<file path="src/rtl/fpu_pkg.sv">
// Shared types and the fixed fadd vector table used by the fadd built-in self-test.
package fpu_pkg;

    typedef struct packed {
        logic [31:0] a;
        logic [31:0] b;
        logic [31:0] expected;
    } fadd_vec_t;

    typedef enum logic [2:0] {
        IDLE,
        ISSUE,
        WAIT,
        CHECK,
        DONE
    } bist_state_e;

    localparam int unsigned FADD_NVEC = 5;

    localparam fadd_vec_t FADD_VECTORS [FADD_NVEC] = '{
        '{32'h40400000, 32'hC0400000, 32'h00000000},
        '{32'h00000000, 32'h00000000, 32'h00000000},
        '{32'h40400000, 32'hC37F0000, 32'hC37C0000},
        '{32'h40200000, 32'h40000000, 32'h40900000},
        '{32'h3F800000, 32'h3F800000, 32'h40000000}
    };

    // Constant-index lookup keeps the 8-bit run index free of array-width mismatches.
    function automatic fadd_vec_t fadd_vec_get(input logic [7:0] i);
        case (i)
            8'd0:    return FADD_VECTORS[0];
            8'd1:    return FADD_VECTORS[1];
            8'd2:    return FADD_VECTORS[2];
            8'd3:    return FADD_VECTORS[3];
            8'd4:    return FADD_VECTORS[4];
            default: return '0;
        endcase
    endfunction

endpackage

</file>
<file path="src/rtl/fadd_bist.sv">
// Built-in self-test sequencer for an external fadd: drives x1/x2 from the vector table,
// samples y LATENCY edges later and records bit-exact mismatches.
module fadd_bist
    import fpu_pkg::*;
#(
    parameter int unsigned LATENCY = 1,
    parameter int unsigned NVEC    = 5
) (
    input  logic        clk,
    input  logic        rst,
    input  logic        start,
    output logic [31:0] x1,
    output logic [31:0] x2,
    input  logic [31:0] y,
    output logic        busy,
    output logic        done,
    output logic        pass,
    output logic [7:0]  fail_count,
    output logic [7:0]  fail_index,
    output logic [31:0] fail_y
);

    bist_state_e r_state;
    logic [7:0]  r_idx;
    logic [7:0]  r_cnt;

    fadd_vec_t   w_vec;
    logic        w_mismatch;
    logic        w_last;
    logic [7:0]  w_fail_cnt_inc;

    always_comb begin
        w_vec          = fadd_vec_get(r_idx);
        w_mismatch     = (y != w_vec.expected);
        w_last         = (r_idx == 8'(NVEC - 1));
        w_fail_cnt_inc = (fail_count == 8'hFF) ? fail_count : fail_count + 8'd1;
    end

    always_ff @(posedge clk or posedge rst) begin
        if (rst) begin
            r_state    <= IDLE;
            r_idx      <= 8'd0;
            r_cnt      <= 8'd0;
            x1         <= 32'd0;
            x2         <= 32'd0;
            busy       <= 1'b0;
            done       <= 1'b0;
            pass       <= 1'b0;
            fail_count <= 8'd0;
            fail_index <= 8'hFF;
            fail_y     <= 32'd0;
        end else begin
            case (r_state)
                IDLE, DONE: begin
                    if (start) begin
                        fail_count <= 8'd0;
                        fail_index <= 8'hFF;
                        fail_y     <= 32'd0;
                        r_idx      <= 8'd0;
                        done       <= 1'b0;
                        pass       <= 1'b0;
                        busy       <= 1'b1;
                        r_state    <= ISSUE;
                    end
                end
                ISSUE: begin
                    x1      <= w_vec.a;
                    x2      <= w_vec.b;
                    r_cnt   <= 8'(LATENCY);
                    r_state <= WAIT;
                end
                // A load of 0 or 1 both leave WAIT after a single cycle.
                WAIT: begin
                    if (r_cnt <= 8'd1) begin
                        r_cnt   <= 8'd0;
                        r_state <= CHECK;
                    end else begin
                        r_cnt <= r_cnt - 8'd1;
                    end
                end
                CHECK: begin
                    if (w_mismatch) begin
                        fail_count <= w_fail_cnt_inc;
                        if (fail_index == 8'hFF) begin
                            fail_index <= r_idx;
                            fail_y     <= y;
                        end
                    end
                    if (w_last) begin
                        busy    <= 1'b0;
                        done    <= 1'b1;
                        pass    <= !w_mismatch && (fail_count == 8'd0);
                        r_state <= DONE;
                    end else begin
                        r_idx   <= r_idx + 8'd1;
                        r_state <= ISSUE;
                    end
                end
                default: r_state <= IDLE;
            endcase
        end
    end

endmodule

</file>
<file path="config.mk">
export PLATFORM = sky130hd
export DESIGN_NAME = fadd_bist
export DESIGN_NICKNAME = d
export VERILOG_FILES = /design/src/rtl/fpu_pkg.sv /design/src/rtl/fadd_bist.sv
export SDC_FILE = /design/constraint.sdc
export NUM_CORES = 1
export LEC_CHECK = 0
export ABC_CLOCK_PERIOD_IN_PS = 2500
export CORE_MARGIN = 2
export CORE_UTILIZATION = 35
export CTS_CLUSTER_DIAMETER = 50
export DETAILED_ROUTE_END_ITERATION = 12
export GPL_TIMING_DRIVEN = 0
export PLACE_DENSITY_LB_ADDON = 0.2
export SLEW_MARGIN = 25
export SYNTH_ARGS = -nofsm -noshare
export SYNTH_HDL_FRONTEND = slang
export SYNTH_SLANG_ARGS = --single-unit
</file>
<file path="constraint.sdc">
create_clock -name clk -period 2.5 [get_ports clk]
set_input_delay 0.5 -clock clk [delete_from_list [all_inputs] [get_ports clk]]
set_output_delay 0.5 -clock clk [all_outputs]
set_load 0.02 [all_outputs]
</file>
# ---- Yosys cells after proc, flatten, opt, wreduce, memory -nomap -nowiden
# Index checks and enable logic that the tools add are counted.
dict set report word_totals {
  regBits 134
  input_bits 35
  output_inout_bits 115
  elab_cells 74
}
dict set report op_classes {
  add_sub_neg 3
  order_cmp 1
  n_eq_ne 17
  n_mux 29
  n_reduce_logical 13
}
# op count
set ops {}
lappend ops {{95-bit one-hot mux with 4 select lines} 1}
lappend ops {{32-bit 2-to-1 mux} 3}
lappend ops {{8-bit 2-to-1 mux} 8}
lappend ops {{32-bit one-hot mux with 2 select lines} 1}
lappend ops {{8-bit one-hot mux with 2 select lines} 4}
lappend ops {{32-bit inequality test} 1}
lappend ops {{8-bit by 1-bit adder with 8-bit output, second input constant} 2}
lappend ops {{8-bit by 2-bit == test with 1-bit output, second input constant} 2}
lappend ops {{8-bit == test, second input constant} 2}
lappend ops {{8-bit zero test} 2}
lappend ops {{2-bit inequality test, second input constant} 7}
lappend ops {{3-bit one-hot mux with 4 select lines} 1}
lappend ops {{3-bit 2-to-1 mux} 3}
lappend ops {{8-bit by 3-bit == test with 1-bit output, second input constant} 1}
lappend ops {{8-bit by 1-bit <= comparator with 1-bit output, second input constant} 1}
lappend ops {{4-bit AND reduction} 2}
lappend ops {{8-bit by 1-bit subtractor with 8-bit output, second input constant} 1}
lappend ops {{3-bit by 2-bit == test with 1-bit output, second input constant} 2}
lappend ops {{1-bit one-hot mux with 2 select lines} 3}
lappend ops {{3-bit AND reduction} 2}
lappend ops {{1-bit 2-to-1 mux} 5}
lappend ops {{2-bit nonzero test} 2}
lappend ops {{3-bit by 1-bit == test with 1-bit output, second input constant} 1}
lappend ops {{3-bit == test, second input constant} 1}
lappend ops {{other kinds (5)} 5}

# ---- Longest topological paths before layout
dict set report depth {
  ltp_word 7
  ltp_mapped 10
  ltp_nobuf 8
}

# ---- Least setup slack after synthesis
# OpenSTA, ideal clock, no wires.
dict set report synth_path {
  kind {input to register}
  start {in y[22]}
  end {reg fail_y[10]}
  setup_ns 0.121
  arrival_ns 2.319
  required_ns 2.379
  setup_slack_ns 0.060
  cell_stages 8
  path_cell_list {or4_1 -> o32ai_2 -> a41oi_2 -> nor4_2 -> buf_4 -> nor3b_4 -> buf_6 -> a22o_1}
}
dict set report synth_between {
  elab_chain_len 3
}
# element line_no
set synth_rtl {}
lappend synth_rtl {{from (decl)} fadd_bist.sv:14} ;# input logic [31:0] y,
lappend synth_rtl {{32-bit inequality test} fadd_bist.sv:34} ;# w_mismatch = (y != w_vec.expected);
lappend synth_rtl {{2-bit inequality test (no source line)} -}
lappend synth_rtl {{4-bit AND reduction (no source line)} -}
lappend synth_rtl {{to (signal assigned)} fadd_bist.sv:86} ;# fail_y <= y;
lappend synth_rtl {{to (decl)} fadd_bist.sv:20} ;# output logic [31:0] fail_y
# Every way passes these cells.
# A chain may end at the register's enable or synchronous reset.

# ---- Final worst setup path
dict set report layout_path {
  start {in y[21]}
  end {reg fail_y[11]}
}
# Same word-level chain as after synthesis.

==> impl_metrics.ini <==
[cts]
clock_tree.htree_level_count = 3
cts_inserted_buffers = 9
cts_tree = built
clock_transition_at_the_registers_of_the_reported_paths_ns = 0.06
ctsLongestPathBuffers = 2
cts-hold-fix-buffers = 0
root_buffer = sky130_fd_sc_hd__clkbuf_16
insertion_delay_ns = 0.33
numClockSinks = 76

[critical_path]
worstSetupPathDepth = 10
worstPathRequired_ns = 2.72
setup.worst_path.end = fail_y[11]
path_class = input pin to flip-flop
reg2reg_to = fail_y[11]
critPathMostFrequentCell = sky130_fd_sc_hd__buf_4
end_kind = flip-flop
critPathBufInv = 4
critPathMaxFanout = 6
setup.worst_path.start = y[21]
critical_path.max_stage_delay_ns = 0.55
timing.reg2reg.worst_path_depth = 12
chain_of_cells_forming_the_critical_path = dlygate4sd2_1 -> or4_4 -> o32ai_4 -> a41oi_2 -> nor4_2 -> buf_4 -> nor3b_4 -> buf_12 -> buf_4 -> a22o_1
reg_to_reg_slack_setup_ns = -0.05
cp.arrival_ns = 2.77
crit_path_top_delay_cell = sky130_fd_sc_hd__or4_4
crit_family = simple AND/OR/NAND/NOR gates
startpoint_type = input pin
r2r_start = r_idx[0]

[timing]
worst_pin_slew_ns = 0.6279
clock-skew-final_ns = 0.007160
rsz0062_at_grt = yes
max_freq_mhz = 391.6
final_max_slew_viol_count = 0
fin_crit_ns = 2.554
worst_slew_margin_rel_pct = 57.70
setup_viol = 33
final_critical_path_setup_slack_ns = -0.05377
hold_viol = 0
period_share_pct = 102.2

[grt]
gr-total-overflow = 0
grt_start_max_net_pins = 48
first_pass_grt_wire_length_um = 17150
initial_antenna_violation_count = 0
number_of_global_route_vias_before_repair = 3454
groute.usage.overall_pct = 16.83

[place]
globalplace.congestion = 0.8160
dp_worst_setup_slack_ns = -0.6275
detailedPlacementHpwl_um = 7930
place.port_buffers = 111

[yosys]
synth.largest_area_cell = sky130_fd_sc_hd__dfrtp_1
syn_avg_cell_area_sq_um = 9.979
synth-seq-cells = 76
post-synth-top-area-fraction_pct = 41.59
synth-edff-count = 0
yosysWarningCount = 0
async_reset_ff_share_pct = 100.0
syn_area_sq_mm = 0.004091
postSynth.topFlopCell = sky130_fd_sc_hd__dfrtp_1
ys_seq_area_share_pct = 46.73
synth_cell_type_count = 56
synth.top_cells.by_area = sky130_fd_sc_hd__dfrtp_1, sky130_fd_sc_hd__buf_4, sky130_fd_sc_hd__a22o_1
synthesis.instances = 410

[floorplan]
die_w_um = 112.1
design.core.area_sq_mm = 0.01142
die_area_sq_mm = 0.01257
rows = 39
die_height_um = 112.1
boundaryPins = 150
initial_utilization_pct = 35.83

[power]
irDropWorstVdd_mv = 0.6561
power.density_cell_area_mw_per_mm2 = 1102
p_leak_nw = 2.809

[job]
cap_viol_max_count = 0

[detailed_routing]
drt-initial-drc-count = 146
vias = 3585
antenna_left = 0
drt-wirelength-per-cell_um = 14.94
vias_per_cell = 4.878
drc = 0
detailedRoute.firstPassIterationCount = 4
finalWirelength_um = 10980

[cells_and_area]
final_net_count = 629
fillers = 1051
area.sequential_sq_mm = 0.001913
insertedDiodeCount = 0
flow.area_growth_from_synthesis_pct = 50.95
finish.utilization_pct = 54.09
drive_above_1_share_pct = 23.82
multi_input_comb_area_sq_mm = 0.001826

[status]
outcome = finished with violations
failed_checks = setup timing

[worst_hold_path]
hold_class = flip-flop to flip-flop
power breakdown:
group | switching, mW | internal, mW | total [mW]
clock network | 0.503 | 1.03 | 1.53
registers | 0.346 | 1.64 | 1.99
logic | 1.70 | 1.58 | 3.28
worst register-to-register path, delay by kind of cell, from the launching register on:
family	cells	cell delay [ns]
flip-flops	1	0.39
buffers and inverters	5	0.72
AO/OA/AOI/OAI	2	0.40
adder cells (fa/ha/maj)	1	0.23
XOR/XNOR	1	0.12
AND/OR/NAND/NOR	3	0.59
timing repair:
item,in CTS,in global routing
gates cloned,1,1
resized for setup,21,19
endpoints found under the setup margin,48,48
hold endpoints to repair,0,0
pin swaps,10,10
buffers inserted,14,3
cells in the mapped netlist, drive strengths merged, types with 6 or more instances:
cell type,number
nand3,14
or4,6
dfrtp,68
a22o,32
nand2,22
nor4,12
o21ai,15
inv,20
clkbuf,6
a21oi,16
nor2,33
ha,7
buf,69
xnor2,10
nand4,8
dfstp,8
nor3,12
o31ai,7
placed cells by master (no fill, tap or decap), drive strengths merged, types with 5 or more instances in the layout:
cell | synthesis | routed
or4 | 6 | 6
a21oi | 16 | 16
conb | 1 | 38
clkbuf | 6 | 18
o21ai | 15 | 15
o31ai | 7 | 7
nor2 | 33 | 33
clkdlybuf4s50 | 0 | 105
nor3 | 12 | 12
nor4 | 12 | 12
buf | 69 | 87
nand3 | 14 | 14
dfstp | 8 | 8
ha | 7 | 7
nand2 | 22 | 22
inv | 20 | 20
nand4 | 8 | 8
a22o | 32 | 32
dfrtp | 68 | 68
xnor2 | 10 | 10
dlygate4sd2 | 0 | 5
metrics by stage:
step | power, mW | setup TNS [ns] | std cells | hold slack, ns | instance area, sq um
2_1_floorplan | 3.871 | 0 | 447 | 0.4696 | 4230
3_3_place_gp | 5.092 | -113.01 | 701 | 0.4648 | 5520
3_5_place_dp | 5.137 | -26.81 | 702 | 0.4713 | 5550
4_1_cts | 6.764 | -0.01323 | 732 | 0.4866 | 6070
5_1_grt | 7.190 | -3.595 | 735 | 0.5090 | 6176
6_report | 6.803 | -1.418 | 735 | 0.4819 | 6176
flip-flops by register name, indices dropped and copies added (netlist names):
name	flops
busy	1
done	1
fail_count	8
fail_index	8
fail_y	32
pass	1
r_cnt	8
r_idx	8
r_state	3
x1	3
x2	3
routing by layer:
metal	track usage [%]	wire length [um]	vias up
li1	-	-	1728
met4	4.634	121	0
met3	5.184	770	12
met1	21.21	4930	1707
met5	0	0	-
met2	28.15	5159	138
layout make-up:
type	instances	share of cell area [%]
clock buffers	12	4.153
flip-flops and latches	76	30.98
clock inverters	4	1.540
well taps	143	2.897
multi-input cells	276	29.56
plain buffers	75	8.934
inverters	20	1.256
repair buffers	129	20.68
cells by family after synthesis:
family	Yosys count	synth area share, %
other cells	1	0.09166
fa+ha+maj	7	2.141
buf+inv	95	15.05
xor+xnor	11	2.355
flops	76	46.73
mux	1	0.2752
compound gates	92	16.58
simple gates	127	16.79
worst min path at each step:
stage          startpoint    endpoint  cells past startpoint
2_1_floorplan    r_cnt[3]    r_cnt[3]                      1
3_3_place_gp         busy        busy                      2
3_5_place_dp         busy        busy                      2
4_1_cts              busy        busy                      2
5_1_grt        fail_y[20]  fail_y[20]                      1
6_report             busy        busy                      2
(Power assumes the default switching activity.)
